### config.mk
export PLATFORM = sky130hd
export DESIGN_NAME = cpu_job_dispatcher
export DESIGN_NICKNAME = d
export VERILOG_FILES = /design/src/rtl/cpu_job_dispatcher.sv
export SDC_FILE = /design/constraint.sdc
export NUM_CORES = 1
export LEC_CHECK = 0
export CORE_MARGIN = 2
export CORE_UTILIZATION = 45
export CTS_CLUSTER_DIAMETER = 60
export DETAILED_ROUTE_END_ITERATION = 8
export PLACE_DENSITY = 0.79
export SETUP_SLACK_MARGIN = 0.1
export SLEW_MARGIN = 15
export SYNTH_ARGS = -nofsm -noshare
export SYNTH_HDL_FRONTEND = slang
export SYNTH_SLANG_ARGS = --single-unit
export TNS_END_PERCENT = 5
### constraint.sdc
create_clock -name clk -period 8.08 [get_ports clk]
set_clock_uncertainty 0.2 [all_clocks]
set_input_delay 2.02 -clock clk [delete_from_list [all_inputs] [get_ports clk]]
set_output_delay 2.02 -clock clk [all_outputs]
set_load 0.05 [all_outputs]
### src/rtl/cpu_job_dispatcher.sv
// Streams multiply jobs into simple_cpu_top: accept, start, wait with timeout, respond, reset CPU.
// Optional self-check of CPU results is enabled by defining CPU_DISPATCH_SELFCHECK_EN.
module cpu_job_dispatcher #(
  parameter int BIT_WIDTH      = 16,
  parameter int TIMEOUT_CYCLES = 500,
  parameter int CPU_RST_CYCLES = 2
) (
  input  logic                 clk,
  input  logic                 rst,
  input  logic                 in_valid,
  output logic                 in_ready,
  input  logic [BIT_WIDTH-1:0] in_a,
  input  logic [BIT_WIDTH-1:0] in_b,
  output logic                 cpu_start,
  output logic [BIT_WIDTH-1:0] cpu_operand_a,
  output logic [BIT_WIDTH-1:0] cpu_operand_b,
  output logic                 cpu_rst_n,
  input  logic [BIT_WIDTH-1:0] cpu_result,
  input  logic                 cpu_done,
  output logic                 out_valid,
  input  logic                 out_ready,
  output logic [BIT_WIDTH-1:0] out_result,
  output logic                 out_timeout,
  output logic [15:0]          out_cycles,
  output logic                 out_mismatch,
  output logic                 busy
);

  typedef enum logic [2:0] {
    S_CPU_RST,
    S_SETTLE,
    S_IDLE,
    S_START,
    S_WAIT,
    S_OUT
  } state_e;

  localparam logic [15:0] TO_LAST  = 16'(TIMEOUT_CYCLES - 1);
  localparam logic [15:0] TO_FULL  = 16'(TIMEOUT_CYCLES);
  localparam logic [15:0] RST_LAST = 16'(CPU_RST_CYCLES - 1);

  state_e               state_q;
  logic [15:0]          cnt_q;
  logic [BIT_WIDTH-1:0] opa_q;
  logic [BIT_WIDTH-1:0] opb_q;
  logic [BIT_WIDTH-1:0] res_q;
  logic                 to_q;
  logic [15:0]          cyc_q;

  logic accept;
  logic wait_done;
  logic wait_to;

  assign accept    = (state_q == S_IDLE) & in_valid;
  assign wait_done = (state_q == S_WAIT) & cpu_done;
  assign wait_to   = (state_q == S_WAIT) & ~cpu_done & (cnt_q == TO_LAST);

  assign in_ready      = (state_q == S_IDLE);
  assign cpu_start     = (state_q == S_START);
  assign cpu_rst_n     = (state_q != S_CPU_RST);
  assign out_valid     = (state_q == S_OUT);
  assign busy          = (state_q != S_IDLE);
  assign cpu_operand_a = opa_q;
  assign cpu_operand_b = opb_q;
  assign out_result    = res_q;
  assign out_timeout   = to_q;
  assign out_cycles    = cyc_q;

  // Job sequencing FSM with its shared counter and registered response fields.
  always_ff @(posedge clk or posedge rst) begin
    if (rst) begin
      state_q <= S_CPU_RST;
      cnt_q   <= '0;
      opa_q   <= '0;
      opb_q   <= '0;
      res_q   <= '0;
      to_q    <= 1'b0;
      cyc_q   <= '0;
    end else begin
      unique case (state_q)
        S_CPU_RST: begin
          if (cnt_q == RST_LAST) begin
            cnt_q   <= '0;
            state_q <= S_SETTLE;
          end else begin
            cnt_q <= cnt_q + 16'd1;
          end
        end
        S_SETTLE: state_q <= S_IDLE;
        S_IDLE: begin
          if (accept) begin
            opa_q   <= in_a;
            opb_q   <= in_b;
            state_q <= S_START;
          end
        end
        S_START: begin
          cnt_q   <= '0;
          state_q <= S_WAIT;
        end
        S_WAIT: begin
          if (cpu_done) begin
            res_q   <= cpu_result;
            cyc_q   <= cnt_q;
            to_q    <= 1'b0;
            state_q <= S_OUT;
          end else if (cnt_q == TO_LAST) begin
            res_q   <= '0;
            cyc_q   <= TO_FULL;
            to_q    <= 1'b1;
            state_q <= S_OUT;
          end else begin
            cnt_q <= cnt_q + 16'd1;
          end
        end
        S_OUT: begin
          if (out_ready) begin
            cnt_q   <= '0;
            state_q <= S_CPU_RST;
          end
        end
        default: state_q <= S_CPU_RST;
      endcase
    end
  end

`ifdef CPU_DISPATCH_SELFCHECK_EN
  logic [BIT_WIDTH-1:0] prod_d;
  logic [BIT_WIDTH-1:0] prod_q;
  logic                 mm_q;

  assign prod_d       = in_a * in_b;
  assign out_mismatch = mm_q;

  // Capture the reference product on accept and compare it on completion.
  always_ff @(posedge clk or posedge rst) begin
    if (rst) begin
      prod_q <= '0;
      mm_q   <= 1'b0;
    end else begin
      if (accept) prod_q <= prod_d;
      if (wait_done) mm_q <= (cpu_result != prod_q);
      else if (wait_to) mm_q <= 1'b0;
    end
  end
`else
  assign out_mismatch = 1'b0;
`endif

endmodule

# Word-level counts from Yosys, hierarchy flattened
# Cells that the tools add are included.
# Widths: inputs -> output; s select.
[op_classes] bitwise_logic=1 eq_ne=14 add_sub_neg=1 n_reduce_logical=8 n_mux=17
[op_table] operator="$mux 16" n=8
[op_table] operator="$pmux 16 s4" n=1
[op_table] operator="$pmux 3 s6" n=1
[op_table] operator="$add 16x1->16 const B" n=1
[op_table] operator="$eq 16x1->1 const B" n=1
[op_table] operator="$eq 16x9->1 const B" n=1
[op_table] operator="$mux 3" n=5
[op_table] operator="$reduce_and 4->1" n=2
[op_table] operator="$eq 3x2->1 const B" n=2
[op_table] operator="$eq 3x3->1 const B" n=2
[op_table] operator="$ne 2x2->1 const B" n=3
[op_table] operator="$ne 3x2->1 const B" n=2
[op_table] operator="$ne 2x1->1 const B" n=2
[op_table] operator="$reduce_and 2->1" n=2
[op_table] operator="$reduce_bool 4->1" n=1
[op_table] operator="$eq 3x1->1 const B" n=1
[op_table] operator="$logic_not 3->1" n=1
[op_table] operator="$reduce_bool 3->1" n=1
[op_table] operator="$mux 1" n=2
[op_table] operator="$reduce_bool 2->1" n=1
[op_table] operator="$and 1x1->1" n=1
[word_totals] in_bits=53 word_cells=48 ff_bits=84

# Depth between registers and ports, before layout
[depth] depth_word=4 ltp_mapped=8

# Worst setup path before layout
# Ideal clock, no wire load.
[synth_path] kind="register to output" startpoint="register state_q[2]" endpoint="output busy" path_stages_with_launch=4 required_ns=5.860 setup_slack_ns=3.480 t_arrival_ns=2.380 cell_sequence="dfrtp_1 -> buf_2 -> nor3b_1 -> inv_1"
[synth_between] elab_chain_cells=1
[synth_lines] element="from (decl)" line="42" source="state_e state_q;"
[synth_lines] element="from (signal assigned)" line="72" source="state_q <= S_CPU_RST;"
[synth_lines] element="from (signal assigned)" line="84" source="state_q <= S_SETTLE;"
[synth_lines] element="from (signal assigned)" line="89" source="S_SETTLE: state_q <= S_IDLE;"
[synth_lines] element="$ne 3x2->1" line="62" source="assign busy = (state_q != S_IDLE);"
[synth_lines] element="to (decl)" line="26" source="output logic busy"
# Every way passes these cells.

# Worst setup path in the final report
[layout_path] startpoint="register state_q[2]" endpoint="output cpu_start"
[layout_between] elab_chain_cells=1
[layout_lines] element="$eq 3x2->1" line="59" source="assign cpu_start = (state_q == S_START);"
[layout_lines] element="to (decl)" line="14" source="output logic cpu_start,"
# Every way passes these cells.

==> out/results.md <==
| Stage | Metric | Value |
|---|---|---|
| timing | Maximum clock frequency | 226.4 MHz |
| die | Die Footprint | 8594 µm² |
| yosys | Post-synthesis area per instance | 13.07 µm² |
| yosys | Main area contributors after synthesis | dfrtp_1, mux2_2, a22o_1 |
| clocking | Cells resized by post-CTS repair | 0 |
| worst setup path | Category of the most critical setup path | flop to primary output |
| power | Combinational share of power | 0.540 |
| placed design | Number of buffer cells added on primary ports | 122 |
| worst setup path | First element of the critical path | state_q[2]$_DFFE_PP0P_ |
| placed design | Cell count after placement | 479 |
| cells and area | Number of inserted filler cells in the final layout | 609 |
| grt | First-pass GRT wire length | 13.12 mm |
| worst setup path | Arrival time at the worst endpoint | 2.20 ns |
| detailed routing | Total detailed-routing wirelength | 8.230 mm |
| cells and area | Post-layout instance count excluding filler cells | 495 |
| die | Width of the chip | 92.71 µm |
| power | P_leak | 2.120 nW |
| detailed routing | First-iteration detailed-routing DRC count | 146 |
| power | Total power density per cell area | 441.4 nW/µm² |
| clocking | Sinks on the clock net | 84 |
| cells and area | Fraction of layout cells with a size suffix above 1 | 0.1450 |
| power | Peak supply drop | 0.2462 mV |
| worst setup path | R2R cell count | 5 |
| yosys | Number of distinct library cell variants in the gate-level netlist after synthesis | 48 |
| die | Site Rows | 32 |
| yosys | Synthesized instance count | 271 |
| placed design | Last weighted congestion value of the routability-driven placer | 0.8573 |
| power | Clock power frac | 0.150 |
| die | Number of I/O pins | 124 |
| clocking | Clk slew on worst S/H paths | 0.08 ns |
| placed design | HPWL after DPL | 5.852 mm |
| clocking | Clock tree from TritonCTS | yes |
| yosys | Cell with the most instances after synthesis | dfrtp_1 |
| worst setup path | Reg2Reg Setup Slack | 5.48 ns |
| clocking | Deepest level of the CTS H-tree | 3 |
| worst setup path | Kind of start point of the critical path | flop |
| power | Final Power | 0.002215 W |
| grt | GRT Util Overall | 0.1971 |
| clocking | Root buf cell | clkbuf_8 |
| clocking | Number of buffers created by CTS | 9 |
| worst setup path | Critical Path RT | 5.86 ns |
| timing | Sum of negative setup slack | 0 ns |
| timing | Number of endpoints failing setup at the final stage | 0 |
| yosys | Seq/Total Area, Yosys | 0.5936 |
| die | Initial Util | 0.4606 |
| detailed routing | DRC viols | 0 |
| worst setup path | Crit path max fanout | 12 |
| power | Switching share of power | 0.4611 |
| yosys | Number of flops mapped to enable cells by yosys | 0 |
| yosys | Number of warning messages in the yosys log | 0 |
| timing | Slew at the pin with the worst max-slew slack | 1.038 ns |
| die | Die span in y | 92.71 µm |
| timing | Final Max Slew Viols | 0 |
| detailed routing | Mean routed wirelength per cell | 16.63 µm |
| grt | Pin count of the biggest net entering global routing | 85 |
| cells and area | Relative area change from synthesis to final layout | 41.70% |
| grt | Antenna violations before repair | 0 |
| grt | Number of global-route vias before repair | 2518 |
| power | Internal | 0.001193 W |
| cells and area | Diode insertion count for antenna repair | 0 |
| clocking | Skew-Pair Late Insertion Delay | 0.34 ns |
| worst setup path | Worst Setup EP | cpu_start |
| detailed routing | Via count | 2611 |
| timing | Setup repair after global routing missed its margin | false |
| yosys | Post-synthesis sequential element count | 84 |
| yosys | Fraction of post-synthesis cell area in the top cell type by area | 0.5936 |
| yosys | Syn Std Cell Area | 3541 µm² |
| clocking | Maximum count of clock buffers along a single path | 2 |
| timing | Ratio of final minimum period to clock period | 0.5467 |
| worst setup path | RR Endpoint | out_result[4]$_DFFE_PP0P_ |
| yosys | Most used DFF post-synth | dfrtp_1 |
| timing | Count of final hold-check violations | 0 |
| detailed routing | Average via count per standard cell | 5.275 |
| detailed routing | Post-DRT Antenna Nets | 0 |
| job | Max-capacitance violation count | 0 |
| power | Net switching power figure | 0.001021 W |
| status | Outcome | completed |
| cells and area | Net count reported at finish | 443 |
| yosys | Proportion of synthesized flip-flops having asynchronous set or reset | 1.000 |
| die | Area of the core | 7687 µm² |
| timing | Final period demand of the worst path | 4.417 ns |
| power | Fraction of power consumed by sequential logic | 0.310 |
| yosys | Top cell types by occurrence after synthesis | dfrtp_1, mux2_2, a22o_1, nor2_1 |
| timing | Worst slew slack as a fraction of its limit | 0.3036 |
| clocking | Hold_buf cts | 0 |
| detailed routing | Count of TritonRoute iterations in the first routing pass | 4 |
| worst hold path | Worst hold-check path type | flop to flop |
| yosys | Total nets after synthesis | 326 |
| grt | Overall overflow remaining after global route | 0 |
| worst hold path | Hold depth | 1 |
| clocking | Post-CTS Repair Setup Buffers | 0 |
| worst setup path | Type of destination of the critical path | primary output |
| worst setup path | R2R Path Start | cnt_q[0]$_DFFE_PP0P_ |
| yosys | Dominant cell type by area after synthesis | dfrtp_1 |
==> metrics by stage <==
stage                     cell area, µm²  setup slack [ns]  hold WS, ns    util
after floorplan                     3541             3.480       0.3355       -
after global placement              4787             4.028       0.2738  0.6227
after detailed placement            4787             3.943       0.2763  0.6227
after CTS                           5014             3.654       0.2950  0.6522
after global routing                5017             3.571       0.3173  0.6527
final                               5017             3.663       0.2895  0.6527
==> power by group through the flow <==
stage	Sequential, W	Clock, W	Combinational, W
2_1_floorplan	0.00117	0	0.000321
3_3_place_gp	0.000683	0	0.00119
6_report	0.000687	0.000331	0.00120
4_1_cts	0.000687	0.000341	0.00121
3_5_place_dp	0.000694	0	0.00120
5_1_grt	0.000708	0.000357	0.00125
==> metal layers <==
layer	vias up	wire length [µm]	GRT usage
li1	1222	-	-
met1	1299	3564	0.2738
met2	78	4096	0.3029
met3	12	400	0.03987
met4	0	168	0.08456
met5	-	0	0
==> sequential cells by signal, indices dropped and copies added (netlist names) <==
register       flops
cpu_operand_b     16
out_result        16
out_cycles        16
cpu_operand_a     16
out_timeout        1
state_q            3
cnt_q             16
==> layout make-up <==
cell class              count  area [µm²]  area share
well taps                 102       127.6     0.02544
clock inverters             5       85.08     0.01696
clock buffers              11       141.4     0.02818
repair buffers            124        1240      0.2471
flip-flops and latches     84        2102      0.4190
inverters                   5       20.02    0.003990
multi-input cells         164        1301      0.2594
==> worst max-delay path, cell delays in order (launching register included) <==
cell	delay, ns
dfrtp_1	0.53
and3b_1	0.46
clkdlybuf4s50_1	0.87
==> cell usage in the layout, fill, tap and decap left out, drive strengths merged, types with 4 or more instances in the layout <==
cell / count
o21ai: 5
nand4: 5
nand3: 4
nor4b: 4
nor2: 17
clkdlybuf4s50: 122
nor3: 9
a22o: 25
o22a: 6
a21oi: 4
clkbuf: 11
dfrtp: 84
inv: 4
xnor2: 8
nand2: 7
mux2: 32
==> cell families after synthesis <==
kind of cell,Yosys count,synth area share
xor gates and xnor gates,11,0.02721
buffers and inverters,23,0.03887
AOI/OAI and AO/OA,49,0.1173
DFF,84,0.5936
and+or+nand+nor,68,0.1103
other,1,0.001059
muxes,33,0.1046
adders and majority gates,2,0.007066
==> worst min-delay path by stage <==
| stage | startpoint | endpoint | slack (ns) |
|---|---|---|---|
| 2_1_floorplan | cnt_q[3]$_DFFE_PP0P_ | out_cycles[3]$_DFFE_PP0P_ | 0.34 |
| 3_3_place_gp | out_cycles[8]$_DFFE_PP0P_ | out_cycles[8]$_DFFE_PP0P_ | 0.27 |
| 3_5_place_dp | out_cycles[6]$_DFFE_PP0P_ | out_cycles[6]$_DFFE_PP0P_ | 0.28 |
| 4_1_cts | out_cycles[6]$_DFFE_PP0P_ | out_cycles[6]$_DFFE_PP0P_ | 0.29 |
| 5_1_grt | out_cycles[8]$_DFFE_PP0P_ | out_cycles[8]$_DFFE_PP0P_ | 0.32 |
| 6_report | out_cycles[7]$_DFFE_PP0P_ | out_cycles[7]$_DFFE_PP0P_ | 0.29 |
(Power assumes the default switching activity.)
